<file path="src/rtl/eth_st_pkg.sv">
`default_nettype none
// ============================================================================
// Module   : eth_st_pkg
// Purpose  : Shared widths and beat structures for the Ethernet Avalon-ST
//            packet path (64-bit per-port side and 128-bit ingress side).
// Contents : IN_W / OUT_W data widths, CH_W channel width, empty widths,
//            st_beat64_t and st_beat128_t packed beat records.
// Revision : 1.0 - initial release
// ============================================================================
package eth_st_pkg;

  localparam int IN_W        = 64;   // 8 byte symbols per input beat
  localparam int OUT_W       = 128;  // 16 byte symbols per output beat
  localparam int CH_W        = 10;
  localparam int IN_EMPTY_W  = 3;    // log2(8)
  localparam int OUT_EMPTY_W = 4;    // log2(16)

  typedef struct packed {
    logic [IN_W-1:0]       data;
    logic [CH_W-1:0]       channel;
    logic                  sop;
    logic                  eop;
    logic [IN_EMPTY_W-1:0] empty;
  } st_beat64_t;

  typedef struct packed {
    logic [OUT_W-1:0]       data;
    logic [CH_W-1:0]        channel;
    logic                   sop;
    logic                   eop;
    logic [OUT_EMPTY_W-1:0] empty;
  } st_beat128_t;

endpackage : eth_st_pkg
`default_nettype wire

</file>
<file path="src/rtl/eth_double_width_packer_if.sv">
`default_nettype none
// ============================================================================
// Module   : eth_double_width_packer_if
// Purpose  : Avalon-ST packet bus bundle (data, valid/ready handshake,
//            channel, SOP, EOP, empty). Width of data and empty are set per
//            instance so the same bundle serves the 64-bit and 128-bit sides.
// Modports : master - drives data/valid/channel/sop/eop/empty, reads ready
//            slave  - reads data/valid/channel/sop/eop/empty, drives ready
// Revision : 1.0 - initial release
// ============================================================================
interface eth_double_width_packer_if
  import eth_st_pkg::*;
#(
  parameter int DATA_W  = IN_W,
  parameter int EMPTY_W = IN_EMPTY_W
) ();

  logic [DATA_W-1:0]  data;
  logic               valid;
  logic               ready;
  logic [CH_W-1:0]    channel;
  logic               startofpacket;
  logic               endofpacket;
  logic [EMPTY_W-1:0] empty;

  modport master (
    output data, valid, channel, startofpacket, endofpacket, empty,
    input  ready
  );

  modport slave (
    input  data, valid, channel, startofpacket, endofpacket, empty,
    output ready
  );

endinterface : eth_double_width_packer_if
`default_nettype wire

</file>
<file path="src/rtl/eth_double_width_packer.sv">
`default_nettype none
// ============================================================================
// Module   : eth_double_width_packer
// Purpose  : Packs two consecutive 64-bit Avalon-ST beats into one 128-bit
//            beat (earlier beat in the upper half), carrying channel, SOP,
//            EOP and empty. Output is fully registered; at most one
//            half-word is held internally.
// Ports    : clock  - system clock
//            reset  - asynchronous active-high reset
//            in_if  - 64-bit packet input  (slave side, empty 3 bits)
//            out_if - 128-bit packet output (master side, empty 4 bits)
// Revision : 1.0 - initial release
// ============================================================================
module eth_double_width_packer
  import eth_st_pkg::*;
(
  input  wire logic                 clock,
  input  wire logic                 reset,
  eth_double_width_packer_if.slave  in_if,
  eth_double_width_packer_if.master out_if
);

  // Stored first half of a pair
  logic            r_half_full;
  logic [IN_W-1:0] r_half_data;
  logic [CH_W-1:0] r_half_channel;
  logic            r_half_sop;

  // Output beat register
  logic            r_out_valid;
  st_beat128_t     r_out;

  logic            w_in_ready;
  logic            w_in_fire;
  logic            w_pair;
  logic            w_load;
  logic            w_store;
  st_beat128_t     w_next;

  always_comb begin
    w_in_ready = !r_out_valid || out_if.ready;
    w_in_fire  = in_if.valid && w_in_ready;

    // A new SOP arriving while the stored half is a mid-packet beat means the
    // previous packet was cut short: drop the stale half and restart here.
    w_pair  = r_half_full && !(in_if.startofpacket && !r_half_sop);
    w_load  = w_in_fire && (w_pair || in_if.endofpacket);
    w_store = w_in_fire && !w_pair && !in_if.endofpacket;

    w_next = '0;
    if (w_pair) begin
      w_next.data    = {r_half_data, in_if.data};
      w_next.channel = r_half_channel;
      w_next.sop     = r_half_sop;
      w_next.eop     = in_if.endofpacket;
      w_next.empty   = in_if.endofpacket ? {1'b0, in_if.empty} : '0;
    end else begin
      // Lone tail beat: lower half is padding, so 8 more bytes are empty.
      // {1'b1, empty} is empty + 8 for a 3-bit empty.
      w_next.data    = {in_if.data, {IN_W{1'b0}}};
      w_next.channel = in_if.channel;
      w_next.sop     = in_if.startofpacket;
      w_next.eop     = 1'b1;
      w_next.empty   = {1'b1, in_if.empty};
    end
  end

  always_ff @(posedge clock or posedge reset) begin
    if (reset) begin
      r_half_full    <= 1'b0;
      r_half_data    <= '0;
      r_half_channel <= '0;
      r_half_sop     <= 1'b0;
      r_out_valid    <= 1'b0;
      r_out          <= '0;
    end else begin
      if (w_in_fire) begin
        r_half_full <= w_store;
      end
      if (w_store) begin
        r_half_data    <= in_if.data;
        r_half_channel <= in_if.channel;
        r_half_sop     <= in_if.startofpacket;
      end
      if (w_load) begin
        r_out       <= w_next;
        r_out_valid <= 1'b1;
      end else if (out_if.ready) begin
        r_out_valid <= 1'b0;
      end
    end
  end

  assign in_if.ready          = w_in_ready;
  assign out_if.valid         = r_out_valid;
  assign out_if.data          = r_out.data;
  assign out_if.channel       = r_out.channel;
  assign out_if.startofpacket = r_out.sop;
  assign out_if.endofpacket   = r_out.eop;
  assign out_if.empty         = r_out.empty;

endmodule : eth_double_width_packer
`default_nettype wire

</file>
<file path="src/flat_wrapper.sv">
// flat-port wrapper written by rule: the top's interface ports become plain ports
module eth_double_width_packer_flat import eth_st_pkg::*;
  (clock, reset, in_if_data, in_if_valid, in_if_channel, in_if_startofpacket, in_if_endofpacket, in_if_empty, in_if_ready, out_if_data, out_if_valid, out_if_channel, out_if_startofpacket, out_if_endofpacket, out_if_empty, out_if_ready);
  eth_double_width_packer_if #(.DATA_W(IN_W), .EMPTY_W(IN_EMPTY_W)) in_if_i ();
  eth_double_width_packer_if #(.DATA_W(OUT_W), .EMPTY_W(OUT_EMPTY_W)) out_if_i ();
  input  wire logic clock;
  input  wire logic reset;
  input wire logic [$bits(in_if_i.data)-1:0] in_if_data;
  input wire logic [$bits(in_if_i.valid)-1:0] in_if_valid;
  input wire logic [$bits(in_if_i.channel)-1:0] in_if_channel;
  input wire logic [$bits(in_if_i.startofpacket)-1:0] in_if_startofpacket;
  input wire logic [$bits(in_if_i.endofpacket)-1:0] in_if_endofpacket;
  input wire logic [$bits(in_if_i.empty)-1:0] in_if_empty;
  output wire logic [$bits(in_if_i.ready)-1:0] in_if_ready;
  output wire logic [$bits(out_if_i.data)-1:0] out_if_data;
  output wire logic [$bits(out_if_i.valid)-1:0] out_if_valid;
  output wire logic [$bits(out_if_i.channel)-1:0] out_if_channel;
  output wire logic [$bits(out_if_i.startofpacket)-1:0] out_if_startofpacket;
  output wire logic [$bits(out_if_i.endofpacket)-1:0] out_if_endofpacket;
  output wire logic [$bits(out_if_i.empty)-1:0] out_if_empty;
  input wire logic [$bits(out_if_i.ready)-1:0] out_if_ready;
  assign in_if_i.data = in_if_data;
  assign in_if_i.valid = in_if_valid;
  assign in_if_i.channel = in_if_channel;
  assign in_if_i.startofpacket = in_if_startofpacket;
  assign in_if_i.endofpacket = in_if_endofpacket;
  assign in_if_i.empty = in_if_empty;
  assign in_if_ready = in_if_i.ready;
  assign out_if_data = out_if_i.data;
  assign out_if_valid = out_if_i.valid;
  assign out_if_channel = out_if_i.channel;
  assign out_if_startofpacket = out_if_i.startofpacket;
  assign out_if_endofpacket = out_if_i.endofpacket;
  assign out_if_empty = out_if_i.empty;
  assign out_if_i.ready = out_if_ready;
  eth_double_width_packer u_core (.clock(clock), .reset(reset), .in_if(in_if_i), .out_if(out_if_i));
endmodule
</file>
<file path="config.mk">
export PLATFORM = sky130hd
export DESIGN_NAME = eth_double_width_packer_flat
export DESIGN_NICKNAME = d
export VERILOG_FILES = /design/src/rtl/eth_st_pkg.sv /design/src/rtl/eth_double_width_packer_if.sv /design/src/rtl/eth_double_width_packer.sv /design/src/flat_wrapper.sv
export SDC_FILE = /design/constraint.sdc
export NUM_CORES = 1
export LEC_CHECK = 0
export ABC_CLOCK_PERIOD_IN_PS = 8900
export BUFFER_PORTS_ARGS = -buffer_cell sky130_fd_sc_hd__clkbuf_2
export CORE_AREA = 4 4 198 200
export DETAILED_ROUTE_END_ITERATION = 7
export DIE_AREA = 0 0 202 204
export PLACE_DENSITY = 0.51
export SYNTH_ARGS = -nofsm -noshare
export SYNTH_HDL_FRONTEND = slang
export SYNTH_SLANG_ARGS = --single-unit
</file>
<file path="constraint.sdc">
create_clock -name clock -period 8.9 [get_ports clock]
set_clock_uncertainty 0.1 [all_clocks]
set_input_delay 1.78 -clock clock [delete_from_list [all_inputs] [get_ports clock]]
set_output_delay 1.78 -clock clock [all_outputs]
set_load 0.02 [all_outputs]
</file>
==> results of run 1 <==
[worst max-delay path: stages]
cell      delay (ns)
clkbuf_2        0.08
nand2b_2        0.19
clkbuf_2        0.18
[metrics by stage]
step	total power, µW	setup WS, ns
2_1_floorplan	2043	0.9706
3_3_place_gp	2384	4.255
3_5_place_dp	2396	4.227
4_1_cts	3410	4.790
5_1_grt	3539	4.634
6_report	3340	4.787
[metal layers]
metal	track usage [%]	vias to the layer above	share of wire (%)
met5	0	-	0
met4	3.101	0	1.8
met3	2.618	33	6.8
met2	17.64	187	45
met1	16.46	3060	47
li1	-	2710	-
[final timing paths]
| kind | from | end | slack [ns] | cells after the start |
|---|---|---|---|---|
| max | out_if_ready | in_if_ready | 4.79 | 3 |
| min | u_core.r_half_data[35] | u_core.r_half_data[35] | 0.39 | 1 |
| max reg2reg | u_core.r_half_sop | u_core.out_if.data[19] | 5.99 | 5 |
| min reg2reg | u_core.r_half_data[35] | u_core.r_half_data[35] | 0.39 | 1 |
| max in group asynchronous | reset | u_core.out_if.data[47] | 6.15 | 3 |
| min in group asynchronous | reset | u_core.out_if.data[94] | 1.19 | 2 |
[cell families (layout without fill, tap and decap cells)]
kind of cell | Yosys count | count (layout) | share of synthesized area (%)
and+or+nand+nor | 12 | 12 | 0.7789
muxes | 76 | 76 | 10.04
AOI/OAI and AO/OA | 223 | 223 | 20.56
DFF | 221 | 221 | 64.94
buffers and inverters | 59 | 281 | 3.688
[cell usage in the layout (no fill, tap or decap), types with 2 or more instances in the layout]
master	n
o21ai_0	2
a2bb2oi_1	74
clkbuf_2	228
clkbuf_8	7
clkbuf_1	5
clkinv_2	4
nand2_1	4
a22o_1	64
o21ai_4	2
a21oi_1	2
clkbuf_16	25
o22ai_1	74
buf_4	7
dfrtp_1	221
a32o_1	3
mux2_1	39
mux2_2	36
[flip-flops by register name, summed over array words and instances, names as in the netlist, 4 cells and up]
signal and flops:
u_core.r_half_channel 10, u_core.r_half_data 64, u_core.out_if.empty 4, u_core.out_if.channel 10, u_core.out_if.data 128
[power groups by stage]
| stage | Combinational [µW] | Clock [µW] | Sequential [µW] |
|---|---|---|---|
| after global routing | 995 | 1060 | 1480 |
| after detailed placement | 941 | 0 | 1450 |
| final | 918 | 979 | 1440 |
| after global placement | 930 | 0 | 1450 |
| after CTS | 942 | 1020 | 1440 |
| after floorplan | 394 | 0 | 1650 |
[final cells by class]
type                       instances  area share (%)
multi-input combinational        311           25.01
inverter                           3          0.1725
tap                              511           5.876
clock inverter                     6          0.3335
clock buffer                      37           6.808
timing repair buffer             235           10.97
sequential                       221           50.83
==> results.md, run 1 <==
- Run status: finished clean
- Sequential Power Share: 43.2%
- Fin. max-slew vios: 0
- Required @ worst endpoint: 7.02 ns
- Largest net degree at the start of global routing: 82
- Port Buffer Count: 228
- Setup crit start kind: input port
- Worst Hold Class: flop to flop
- Initial antenna violation count: 0
- Leak: 0.004970 µW
- Ys async rst share: 100.0%
- Post-route cell area: 10880 µm²
- Resized cells post-CTS: 0
- Clk pwr share: 29.3%
- Peak VDD IR: 140.6 µV
- CTS Sinks: 221
- Synth warn: 0
- Switching Fraction: 33.01%
- Number of synthesized flops with an enable pin: 0
- Layout area overhead: 27.77%
- Total Neg Setup Slack: 0 ns
- Sequential cell area: 5530 µm²
- Htree depth: 1
- Gr usage total: 11.51%
- Max-slew headroom: 24.91%
- Vias per cell: 4.524
- Core ar.: 37400 µm²
- Count leader, synth: dfrtp_1
- Placed cells: 1281
- Mapped Area: 8516 µm²
- Final #Nets: 880
- Number of global-route vias before repair: 6335
- Post-synth top area share: 64.94%
- RSZ-0062 raised after global routing: false
- Num CTS Buffers: 25
- Fmax: 243.1 MHz
- Seq cells post-synth: 221
- P_sw: 1102 µW
- Root buffer cell: clkbuf_16
- Die Height: 204 µm
- Most frequent cells after synthesis: dfrtp_1 (221), a2bb2oi_1 (74), o22ai_1 (74), a22o_1 (64), mux2_1 (39)
- Combinational power share: 27.5%
- Distinct cells, synth: 29
- P_int: 2238 µW
- Detail Route Antenna Nets: 0
- Main synth FF type: dfrtp_1
- Final core occ: 29.09%
- First-pass GRT wire length: 38220 µm
- Routability cong.: 0.6762
- CTS tree: yes
- Min Hold Slack: 0.3863 ns
- Cells after Synth: 591
- Syn_nets: 674
- CP Capture Type: output pin
- Total Routed Length: 24200 µm
- Seq/Total Area, Yosys: 64.94%
- Clock latency on the worst-skew pair: 0.52 ns
- Diode count: 0
- Synth area leader: dfrtp_1
- Final Hold Vio Count: 0
- Period utilization: 46.22%
- Max_cap viols: 0
- WL/cell: 18.28 µm
- FP Rows: 71
- Final setup viols: 0
- Top post-synthesis cells by area: dfrtp_1 (65%), a2bb2oi_1 (7.6%), a22o_1 (6.6%), o22ai_1 (5.4%), mux2_1 (5.2%)
- Footprint of the multi-input gates: 2721 µm²
- Synthesized area per cell: 14.41 µm²
- Crit path time final: 4.113 ns
- Post-DP HPWL: 14940 µm
- Die area: 41210 µm²
- Pre-Repair DR Iteration Count: 4
- Placed cell area: 10100 µm²
- Die Wd: 202 µm
- # hold bufs at CTS: 0
- Ports: 229
- Starting Density: 22.77%
- CP Max Fanout: 4
- Crit Path Class: input port to output pin
- DR vias: 5990
- Post-CTS setup buffers: 0
- Total congestion overflow: 0
- Layout cell share with drive strength beyond 1: 39.36%
- CTS clk-pin slew, worst paths: 0.06 ns
- Worst slew pin tran: 1.126 ns
- FILL cells: 3856
- DRC Markers: 0
- Iter 0 DRT Violations: 293
- Clk buf depth: 3
- Crit path arrival time: 2.23 ns
- Ratio of total power to cell area: 307.0 nW/µm²
- Final Non-Filler Cells: 1324
Power figures use the tool's default switching activity.
==> run 2, diff against run 1 <==
--- a/config.mk
+++ b/config.mk
@@ -5,7 +5,7 @@
 export SDC_FILE = /design/constraint.sdc
 export NUM_CORES = 1
 export LEC_CHECK = 0
-export ABC_CLOCK_PERIOD_IN_PS = 8900
+export ABC_CLOCK_PERIOD_IN_PS = 4150
 export BUFFER_PORTS_ARGS = -buffer_cell sky130_fd_sc_hd__clkbuf_2
 export CORE_AREA = 4 4 198 200
 export DETAILED_ROUTE_END_ITERATION = 7
==> constraint.sdc (replaced) <==
create_clock -name clock -period 4.15 [get_ports clock]
set_clock_uncertainty 0.1 [all_clocks]
set_input_delay 0.83 -clock clock [delete_from_list [all_inputs] [get_ports clock]]
set_output_delay 0.83 -clock clock [all_outputs]
set_load 0.02 [all_outputs]
==> run 2 against run 1 <==
  * Critical endpoint is now u_core.out_if.channel[1]
  * Design area is 2.5% higher
  * Register-to-register slack lost 4.2 ns
  * Critical path type is now input port to flop
  * Non-clock buffer count increased by 8
==> results.md, run 2 (synthesis results as in run 1) <==
- Gr usage total: 12.11%
- Run status: finished clean
- Reg-to-reg endpoint: u_core.out_if.channel[1]
- Initial antenna violation count: 1
- First-pass GRT wire length: 39540 µm
- Total congestion overflow: 0
- Final core occ: 29.82%
- WL/cell: 19.19 µm
- CP Max Fanout: 43
- Met3 Routed Length: 1965 µm
- Switching Fraction: 32.47%
- Crit path time final: 2.432 ns
- DR top layer: met5
- Htree depth: 1
- Final #Nets: 890
- Crit Path Class: input port to flop
- Final setup viols: 0
- Ports: 229
- Post-CTS setup buffers: 0
- DR WL met2: 11510 µm
- Most frequent cells in the layout: clkbuf_2 (228), dfrtp_1 (221), o22ai_1 (74), a2bb2oi_1 (74), a22o_1 (64)
- Clk buf depth: 3
- Final Hold Vio Count: 0
- Setup ws final: 1.718 ns
- Max_cap viols: 0
- Die Wd: 202 µm
- Vias per cell: 4.532
- Pre-Repair DR Iteration Count: 4
- Fmax: 411.1 MHz
- Layout area overhead: 30.94%
- Peak VDD IR: 303.9 µV
- CTS tree: yes
- Post-DP HPWL: 16130 µm
- Total Neg Setup Slack: 0 ns
- Placed cells: 1289
- Clk pwr share: 31.9%
- Leak: 0.005089 µW
- Iter 0 DRT Violations: 216
- Placed cell area: 10230 µm²
- Worst r2r src: u_core.out_if.valid
- Worst slew pin tran: 1.103 ns
- Total Routed Length: 25670 µm
- Starting Density: 22.77%
- Clock latency on the worst-skew pair: 0.53 ns
- Diode count: 0
- Worst r2r path cells: 5
- Number of global-route vias before repair: 6351
- Required @ worst endpoint: 4.50 ns
- Sequential Power Share: 41.4%
- Most common cell after layout, fill and taps aside: clkbuf_2
- Largest net degree at the start of global routing: 69
- P_int: 5067 µW
- Fin. max-slew vios: 0
- Final Non-Filler Cells: 1338
- Die area: 41210 µm²
- Detail Route Antenna Nets: 0
- DR vias: 6064
- Max reg flops: 128
- Port Buffer Count: 228
- CP Capture Type: flop
- RSZ-0062 raised after global routing: false
- Core ar.: 37400 µm²
- Post-route cell area: 11150 µm²
- Worst slack at placement: 1.152 ns
- Max-slew headroom: 26.18%
- Crit path arrival time: 2.78 ns
- Root buffer cell: clkbuf_16
- Resized cells post-CTS: 0
- Period utilization: 58.61%
- DRC Markers: 0
- Worst Hold Class: input port to async pin
- # hold bufs at CTS: 0
- FILL cells: 3816
- Ratio of total power to cell area: 672.8 nW/µm²
- Layout cell share with drive strength beyond 1: 40.27%
- Routability cong.: 0.7093
- Setup crit start kind: input port
- Reg2Reg Setup Slack: 1.76 ns
- P_sw: 2436 µW
- Die Height: 204 µm
- Met1 WL: 11690 µm
- CTS Sinks: 221
- Crit path from: out_if_ready
- FP Rows: 71
- Num CTS Buffers: 27
- CTS clk-pin slew, worst paths: 0.06 ns
- Combinational power share: 26.7%
-- run 2: cell count changes in the layout (fill, tap and decap cells not counted) --
cell | before | now
buf_12 | 0 | 6
bufinv_16 | 0 | 2
clkinv_2 | 4 | 2
clkinvlp_4 | 1 | 3
inv_8 | 1 | 0
clkbuf_1 | 5 | 6
clkbuf_8 | 7 | 9
buf_4 | 7 | 9
clkbuf_16 | 25 | 27
-- run 2: critical path, cell delays in order --
cell       delay (ns)
clkbuf_2         0.11
nand2b_2         0.15
and2_4           0.52
o21a_4           0.66
buf_4            0.33
a2bb2oi_1        0.18
-- run 2: layer usage --
layer	vias to the layer above	track usage, %
met5	-	0.2381
met4	2	2.515
met3	33	4.094
met2	172	18.51
met1	3130	16.79
li1	2727	-
-- run 2: how the worst max path moves through the flow --
stage	cells past startpoint	endpoint	slack (ns)
6_report	6	u_core.out_if.channel[1]	1.72
5_1_grt	5	u_core.out_if.channel[1]	1.58
4_1_cts	5	u_core.out_if.data[22]	1.73
3_5_place_dp	6	u_core.out_if.data[117]	1.15
3_3_place_gp	6	u_core.out_if.data[2]	1.16
2_1_floorplan	1	u_core.out_if.channel[0]	0.34
-- run 2: final cells by class --
type	count	area, µm²	share of cell area (%)
clock inverter	7	93.84	0.8416
clock buffer	42	822.0	7.372
multi-input combinational	311	2721	24.41
timing repair buffer	243	1329	11.92
tap	511	639.4	5.734
inverter	3	15.01	0.1346
sequential	221	5530	49.60
-- run 2: power by group through the flow --
stage | Sequential, µW | Clock (µW) | Combinational, µW
floorplan | 3540 | 0 | 846
global placement | 3130 | 0 | 2010
detailed placement | 3140 | 0 | 2040
CTS | 3110 | 2490 | 2040
global route | 3190 | 2570 | 2160
finish | 3110 | 2400 | 2000
-- run 2: stage by stage --
step / total power (µW) / hold WS (ns)
4_1_cts: 7643 / 0.3755
3_3_place_gp: 5148 / 0.3676
5_1_grt: 7921 / 0.3957
3_5_place_dp: 5176 / 0.3754
6_report: 7502 / 0.3759
2_1_floorplan: 4383 / 0.3585
==> run 3, diff against run 2 <==
--- a/config.mk
+++ b/config.mk
@@ -5,12 +5,12 @@
 export SDC_FILE = /design/constraint.sdc
 export NUM_CORES = 1
 export LEC_CHECK = 0
-export ABC_CLOCK_PERIOD_IN_PS = 4150
+export ABC_CLOCK_PERIOD_IN_PS = 2230
 export BUFFER_PORTS_ARGS = -buffer_cell sky130_fd_sc_hd__clkbuf_2
 export CORE_AREA = 4 4 198 200
 export DETAILED_ROUTE_END_ITERATION = 7
 export DIE_AREA = 0 0 202 204
-export PLACE_DENSITY = 0.51
+export PLACE_DENSITY = 0.52
 export SYNTH_ARGS = -nofsm -noshare
 export SYNTH_HDL_FRONTEND = slang
 export SYNTH_SLANG_ARGS = --single-unit
==> constraint.sdc (replaced) <==
create_clock -name clock -period 2.23 [get_ports clock]
set_clock_uncertainty 0.1 [all_clocks]
set_input_delay 0.446 -clock clock [delete_from_list [all_inputs] [get_ports clock]]
set_output_delay 0.446 -clock clock [all_outputs]
set_load 0.02 [all_outputs]
==> run 3 against run 2 <==
  * Core utilization grew 0.23 points
  * Design area grew 0.76%
  * Non-clock buffer count grew 6
  * Sequential cell count is the same
  * Critical path type is now flop to flop
  * Worst hold slack lost 0.32 ns
  * First-iteration DRC count shrank 16%
  * Via count shrank 0.46%
  * Final cell count grew 0.30%
  * Global-route usage shrank 0.36 points
  * Combinational power grew 88%
  * Count of clock-buffer cells in the layout shrank 1
  * Critical endpoint is now u_core.r_half_data[36]
==> results.md, run 3 (synthesis results as in run 1) <==
- Run status: finished clean
- Switching Fraction: 32.41%
- Worst slack at placement: 0.2035 ns
- Total Routed Length: 25060 µm
- CTS Sinks: 221
- Hold Path End: u_core.r_half_channel[9]
- Vias per cell: 4.498
- Ratio of total power to cell area: 1240 nW/µm²
- Reg-to-reg endpoint: u_core.r_half_data[36]
- Worst Hold Class: input port to flop
- Post-route cell area: 11240 µm²
- Routability cong.: 0.6940
- Placed cells: 1294
- Max reg flops: 128
- Ports: 229
- Detail Route Antenna Nets: 0
- Crit Path Class: flop to flop
- Final #Nets: 895
- DRC Markers: 0
- Post-DP HPWL: 15760 µm
- First-pass GRT wire length: 38890 µm
- P_int: 9419 µW
- Setup crit start kind: flop
- FP Rows: 71
- Final core occ: 30.04%
- Die Height: 204 µm
- Placed cell area: 10330 µm²
- Final Non-Filler Cells: 1342
- Gr usage total: 11.75%
- Peak VDD IR: 550.6 µV
- Leak: 0.005132 µW
- Hold path cells: 2
- Die Wd: 202 µm
- Setup ws final: 0.3584 ns
- Max_cap viols: 0
- Combinational power share: 27.0%
- Htree depth: 1
- Clock latency on the worst-skew pair: 0.53 ns
- RSZ-0062 raised after global routing: false
- Total congestion overflow: 0
- Root buffer cell: clkbuf_16
- Diode count: 0
- DR vias: 6036
- Core ar.: 37400 µm²
- Most frequent cells in the layout: clkbuf_2 (228), dfrtp_1 (221), o22ai_1 (74), a2bb2oi_1 (74), a22o_1 (64)
- Clk buf depth: 3
- Clk pwr share: 31.6%
- Fin. max-slew vios: 0
- Worst r2r path cells: 5
- Largest net degree at the start of global routing: 92
- Hold_sp: in_if_channel[9]
- Most common cell after layout, fill and taps aside: clkbuf_2
- Worst r2r src: u_core.out_if.valid
- Reg2Reg Setup Slack: 0.36 ns
- Final Power: 13940 µW
- Max-slew headroom: 65.11%
- CP Max Fanout: 46
- Period utilization: 83.93%
- Required @ worst endpoint: 2.54 ns
- Number of global-route vias before repair: 6316
- Crit path arrival time: 2.18 ns
- Worst slew pin tran: 0.5234 ns
- Final setup viols: 0
- Die area: 41210 µm²
- CTS clk-pin slew, worst paths: 0.06 ns
- CP Capture Type: flop
- Fmax: 534.3 MHz
- Iter 0 DRT Violations: 182
- Pre-Repair DR Iteration Count: 4
- Crit path time final: 1.872 ns
- Initial antenna violation count: 0
- Starting Density: 22.77%
- P_sw: 4517 µW
- CTS tree: yes
- Layout area overhead: 31.94%
- Sequential Power Share: 41.4%
- Port Buffer Count: 228
- Num CTS Buffers: 26
- Layout cell share with drive strength beyond 1: 40.43%
- WL/cell: 18.67 µm
- Final Hold Vio Count: 0
==> run 3: changes by cell type in the layout (fill, tap and decap cells not counted), sizes merged <==
cell and delta:
dlygate4sd3 +1, clkinv +1, clkinvlp -1, inv -1, buf +5, clkbuf -1
==> run 3: power by group through the flow <==
stage                     sequential, µW  combinational [µW]  clock (µW)
after global routing                5920                4050        4710
final                               5770                3760        4410
after floorplan                     6580                1570           0
after CTS                           5770                3850        4530
after detailed placement            5820                3830           0
after global placement              5810                3780           0
==> run 3: worst max-delay path by stage <==
stage | endpoint | from | cells after the start | slack (ns)
after floorplan | u_core.out_if.channel[0] | reset | 1 | -1.20
after global placement | u_core.r_half_channel[8] | out_if_ready | 6 | 0.23
after detailed placement | u_core.r_half_data[36] | out_if_ready | 6 | 0.20
after CTS | u_core.r_half_data[36] | u_core.out_if.valid | 5 | 0.35
after global routing | u_core.r_half_data[36] | u_core.out_if.valid | 5 | 0.25
final | u_core.r_half_data[36] | u_core.out_if.valid | 5 | 0.36
==> run 3: cell type report <==
type                       instances  area [µm²]
fill                            3828       26160
inverter                           3       15.01
tap                              511       639.4
clock buffer                      41       808.3
sequential                       221        5530
timing repair buffer             249        1439
multi-input combinational        311        2721
clock inverter                     6       82.58
==> run 3: layer usage <==
layer	wire, µm	part of all wire, %	vias up	GRT usage, %
met2	11570	46	184	18.68
met4	298	1.2	0	2.319
met5	0	0	-	0
met1	11490	46	3087	16.25
met3	1695	6.8	25	3.221
li1	-	-	2740	-
==> run 3: metrics by stage <==
step / setup TNS (ns) / hold slack, ns
after CTS: 0 / 0.01538
after floorplan: -264.77 / 0.3585
after global routing: 0 / 0.02471
after detailed placement: 0 / 0.2590
after global placement: 0 / 0.2571
final: 0 / 0.05194
==> run 3: repair_timing <==
| item | 4_1_cts | 5_1_grt |
|---|---|---|
| resized for setup | 0 | 0 |
| hold endpoints to repair | 33 | 0 |
| setup buffers | 0 | 0 |
| setup endpoints to repair | 0 | 0 |
| hold buffers | 1 | 0 |
==> run 3: critical path: stages, from the launching register on <==
cell,delay [ns]
dfrtp_1,0.41
nand2b_2,0.11
nand2_1,0.11
nor3_4,0.28
buf_12,0.32
mux2_2,0.38
